==> config.mk <==
export PLATFORM = sky130hd
export DESIGN_NAME = reg_share_arbiter
export DESIGN_NICKNAME = d
export VERILOG_FILES = /design/src/rtl/reg_share_arbiter.sv
export SDC_FILE = /design/constraint.sdc
export NUM_CORES = 1
export LEC_CHECK = 0
export CELL_PAD_IN_SITES_DETAIL_PLACEMENT = 0
export CELL_PAD_IN_SITES_GLOBAL_PLACEMENT = 1
export CORE_ASPECT_RATIO = 0.75
export CORE_MARGIN = 4
export CORE_UTILIZATION = 27
export DETAILED_ROUTE_END_ITERATION = 10
export GPL_TIMING_DRIVEN = 0
export MAX_ROUTING_LAYER = met4
export PLACE_DENSITY_LB_ADDON = 0.1
export SLEW_MARGIN = 20
export SYNTH_ARGS = -nofsm -noshare
export SYNTH_HDL_FRONTEND = slang
export SYNTH_SLANG_ARGS = --single-unit
==> constraint.sdc <==
create_clock -name clk -period 1 [get_ports clk]
set_input_delay 0.2 -clock clk [delete_from_list [all_inputs] [get_ports clk]]
set_output_delay 0.2 -clock clk [all_outputs]
set_load 0.01 [all_outputs]
==> src/rtl/reg_share_arbiter.sv <==
// reg_share_arbiter: two requesters share one WIDTH-bit register through a
// four-state grant/write handshake with alternating priority under contention.
//
// Ports:
//   clk          rising-edge clock
//   rst          asynchronous active-low reset
//   req0, req1   write requests
//   d0, d1       write data, sampled only on the WRITE->DONE edge
//   gnt0, gnt1   registered one-hot grant
//   ack          registered one-cycle write-complete pulse
//   busy         high whenever the FSM is not IDLE
//   q            shared register contents
//   q_par        (REG_SHARE_PARITY_EN only) XOR of all bits of q
//
// Optional feature macro: REG_SHARE_PARITY_EN adds the q_par output.

module reg_share_arbiter #(
    parameter int WIDTH = 8
) (
    input  logic             clk,
    input  logic             rst,
    input  logic             req0,
    input  logic             req1,
    input  logic [WIDTH-1:0] d0,
    input  logic [WIDTH-1:0] d1,
    output logic             gnt0,
    output logic             gnt1,
    output logic             ack,
    output logic             busy,
`ifdef REG_SHARE_PARITY_EN
    output logic [WIDTH-1:0] q,
    output logic             q_par
`else
    output logic [WIDTH-1:0] q
`endif
);

    localparam logic [1:0] IDLE  = 2'd0;
    localparam logic [1:0] GRANT = 2'd1;
    localparam logic [1:0] WRITE = 2'd2;
    localparam logic [1:0] DONE  = 2'd3;

    logic [1:0]       state;
    // ptr=0 favours requester 0 when both request.
    logic             ptr;
    logic             pick1;
    logic             held;
    logic [WIDTH-1:0] wdata;

    // Requester 1 wins if it is alone, or if both ask and ptr favours it.
    assign pick1 = req1 & (~req0 | ptr);
    // The grant registers double as the winner index during a transaction.
    assign held  = gnt1 ? req1 : req0;
    assign wdata = gnt1 ? d1 : d0;
    assign busy  = (state != IDLE);

    always_ff @(posedge clk or negedge rst) begin
        if (!rst) begin
            state <= IDLE;
            gnt0  <= 1'b0;
            gnt1  <= 1'b0;
            ack   <= 1'b0;
            ptr   <= 1'b0;
            q     <= '0;
        end else begin
            unique case (state)
                IDLE: begin
                    if (req0 | req1) begin
                        gnt0  <= ~pick1;
                        gnt1  <= pick1;
                        state <= GRANT;
                    end
                end
                GRANT: begin
                    if (held) begin
                        state <= WRITE;
                    end else begin
                        // Request withdrawn: abort, pointer untouched.
                        gnt0  <= 1'b0;
                        gnt1  <= 1'b0;
                        state <= IDLE;
                    end
                end
                WRITE: begin
                    q     <= wdata;
                    ack   <= 1'b1;
                    state <= DONE;
                end
                DONE: begin
                    ack   <= 1'b0;
                    gnt0  <= 1'b0;
                    gnt1  <= 1'b0;
                    // Next contention favours whoever did not just win.
                    ptr   <= gnt0;
                    state <= IDLE;
                end
                default: state <= IDLE;
            endcase
        end
    end

`ifdef REG_SHARE_PARITY_EN
    always_ff @(posedge clk or negedge rst) begin
        if (!rst) begin
            q_par <= 1'b0;
        end else if (state == WRITE) begin
            q_par <= ^wdata;
        end
    end
`endif

endmodule

==> flow_summary_export.csv <==
group,metric,value,unit
cts,clkTransAtPathRegs,0.09,ns
synthesis,synth_area_leader_cell,"dfrtp_1",
run,max_cap_violations,0,
layout,final_cells,146,
status,status,"finished, violations left",
synthesis,ys_seq_area_share,48.9,%
timing,slew_violations,0,
routing,drt-met1-wl,814,µm
pwr,combPwrFrac,60.7,%
pwr,switching_share,35.3,%
timing,tns,-1.94,ns
routing,routed_via_density,4.30,
hold_path,hold_class,"in2async",
pwr,power_leakage,0.570,nW
synthesis,syn_nets,84,
floorplanning,initial_utilization,29.6,%
timing,layout_setup_ws,-0.250,ns
routing,route.met2.wl,816,µm
floorplanning,die_y,52.6,µm
timing,rsz0062_at_grt,"yes",
global_routing,gr-total-overflow,0,
placed_design,dp_cells,129,
worst_setup_path,cp_max_fo,2,
synthesis,ys_ff_latch,14,
routing,route.detailed.drc,0,
synthesis,synthFlopType,"dfrtp_1",
timing,timing.slew.headroom,55.9,%
routing,finalWirelength,1730,µm
layout,finish.utilization,51.0,%
timing,max_freq,0.800,GHz
placed_design,numPortBuffers,31,
cts,clock_sinks,14,
synthesis,synthesis.instances,64,
global_routing,grt_pass1_vias,584,
global_routing,grt_use_total,10.5,%
synthesis,synthArstFlopShare,100,%
routing,firstDrtPassIters,3,
floorplanning,ios,32,
timing,worstMarginPinSlew,0.659,ns
status,violations,"setup timing",
pwr,power,3.51,mW
cts,cts_tree,"built",
floorplanning,die_area,3550,µm²
synthesis,synthTopCellsByCount,"14 x dfrtp_1, 9 x mux2i_1, 5 x nand2_1, 5 x nand2_2, 5 x o21ai_2",
placed_design,finalWeightedCongestion,0.708,
worst_setup_path,cp.arrival,1.05,ns
layout,multi_input_area,373,µm²
timing,hold_ws,0.318,ns
worst_setup_path,end_kind,"output port",
cts,cts_htree_levels,1,
synthesis,synth_edf_count,0,
synthesis,postSynthAreaPerCell,11.2,µm²
timing,final.min_clock_period,1.25,ns
pwr,seqPwrFrac,27.7,%
pwr,p_int,2.27,mW
layout,regArea,352,µm²
worst_setup_path,startpoint_type,"register",
floorplanning,num_rows,15,
routing,wl_per_cell,11.8,µm
synthesis,synth_top_area_share,48.9,%
synthesis,synth_area,717,µm²
timing,setup_viol,21,
synthesis,yosys-top-cells-area,"dfrtp_1 49%, mux2i_1 13%, o21ai_2 6.1%",
routing,met3_length,81,µm
floorplanning,dieWidth,67.5,µm
synthesis,yosys_warnings,0,
layout,layout-drive-gt1-share,49.1,%
routing,top_layer,"met4",
timing,skew,0.00407,ns
cts,clock_latency,0.28,ns
placed_design,hpwl,1180,µm
worst_setup_path,critPathKind,"reg2out",
global_routing,antenna_found_initial,0,
routing,dr.first_iter.drc_count,14,
pwr,clock_power_share,11.5,%
cts,cts_buffers,3,
routing,ant_nets,0,
layout,synthToLayoutAreaGrowth,72.3,%
pwr,p_sw,1.24,mW
global_routing,grt_max_degree,15,
synthesis,yosysMostFrequentCell,"dfrtp_1",
pwr,max-vdd-ir-drop,0.00107,V
pwr,powerDensity,2840,nW/µm²
synthesis,synth_cell_types,22,
layout,diodes,0,
timing,finalHoldViolCount,0,
global_routing,grt_pass1_wl,2620,µm
routing,via_count,628,
cts,cts_buffer_depth,2,
timing,finalCritPeriodShare,125,%
cts,cts_root_buffer,"clkbuf_4",
layout,fillers,242,
worst_setup_path,worst_ep_required_time,0.80,ns
floorplanning,core-area,2420,µm²
layout,nets,133,
metal layers:
layer | GRT usage [%] | up-vias
met2 | 16.0 | 17
met3 | 4.51 | 2
met5 | - | -
li1 | - | 318
met1 | 12.7 | 291
met4 | 3.03 | 0
cells in the final DEF (no fill, tap or decap), drive strengths merged:
cell,instances
o31ai,1
nor2b,2
o22ai,2
nor2,1
nand2,10
inv,2
clkbuf,4
or2,1
dfrtp,14
mux2,1
buf,28
a2bb2oi,1
o21ai,10
nor3b,1
bufbuf,1
nor3,1
nand2b,4
mux2i,9
clkdlybuf4s50,19
state kept, by name, indices dropped and copies added (netlist names), named ones only:
name,flops
ptr,1
q,8
state,1
gnt0,1
gnt1,1
ack,1
power by group through the flow:
stage	sequential, mW	clock (mW)	combinational, mW
6_report	0.972	0.404	2.13
5_1_grt	1.00	0.445	2.31
4_1_cts	0.966	0.430	2.04
3_5_place_dp	1.04	0	1.68
3_3_place_gp	1.04	0	1.67
2_1_floorplan	1.12	0	0.876
cell families after synthesis:
logic type      after synthesis  synth area share [%]
buf+inv                       6                  6.98
simple gates                 20                  16.4
compound gates               14                  13.6
mux                          10                  14.1
flops                        14                  48.9
per-stage QoR:
stage | instance area (µm²) | worst slack, ns
3_5_place_dp | 1070 | -0.472
5_1_grt | 1230 | -0.288
4_1_cts | 1200 | -0.314
6_report | 1230 | -0.250
3_3_place_gp | 1070 | -0.472
2_1_floorplan | 717 | -0.0947
worst max-delay path, cell delays in order (launching register included):
cell	delay [ns]
dfrtp_2	0.43
or2_4	0.23
buf_6	0.12
worst paths after layout:
kind | startpoint | to | slack, ns | cells past startpoint
setup / recovery | register | busy | -0.25 | 2
max in group asynchronous | rst | asynchronous set/reset pin | 0.22 | 1
hold reg to reg | q[0] | q[0] | 0.49 | 2
hold / removal | rst | ptr | 0.32 | 1
min in group clk | q[0] | q[0] | 0.49 | 2
setup reg to reg | state[0] | q[3] | -0.20 | 5
cell type report:
cell class | instances | area share (%)
repair buffers | 46 | 32.5
well taps | 34 | 3.44
clock buffers | 4 | 2.94
multi-input cells | 44 | 30.2
flip-flops and latches | 14 | 28.5
inverters | 2 | 0.608
plain buffers | 2 | 1.82
timing repair:
item                       CTS  global route
buffers inserted            12             2
resized for setup           57             8
pin swaps                    0             4
hold buffers                 0             0
setup endpoints to repair   25            25
gates cloned                 1             0
(Power assumes the default switching activity.)
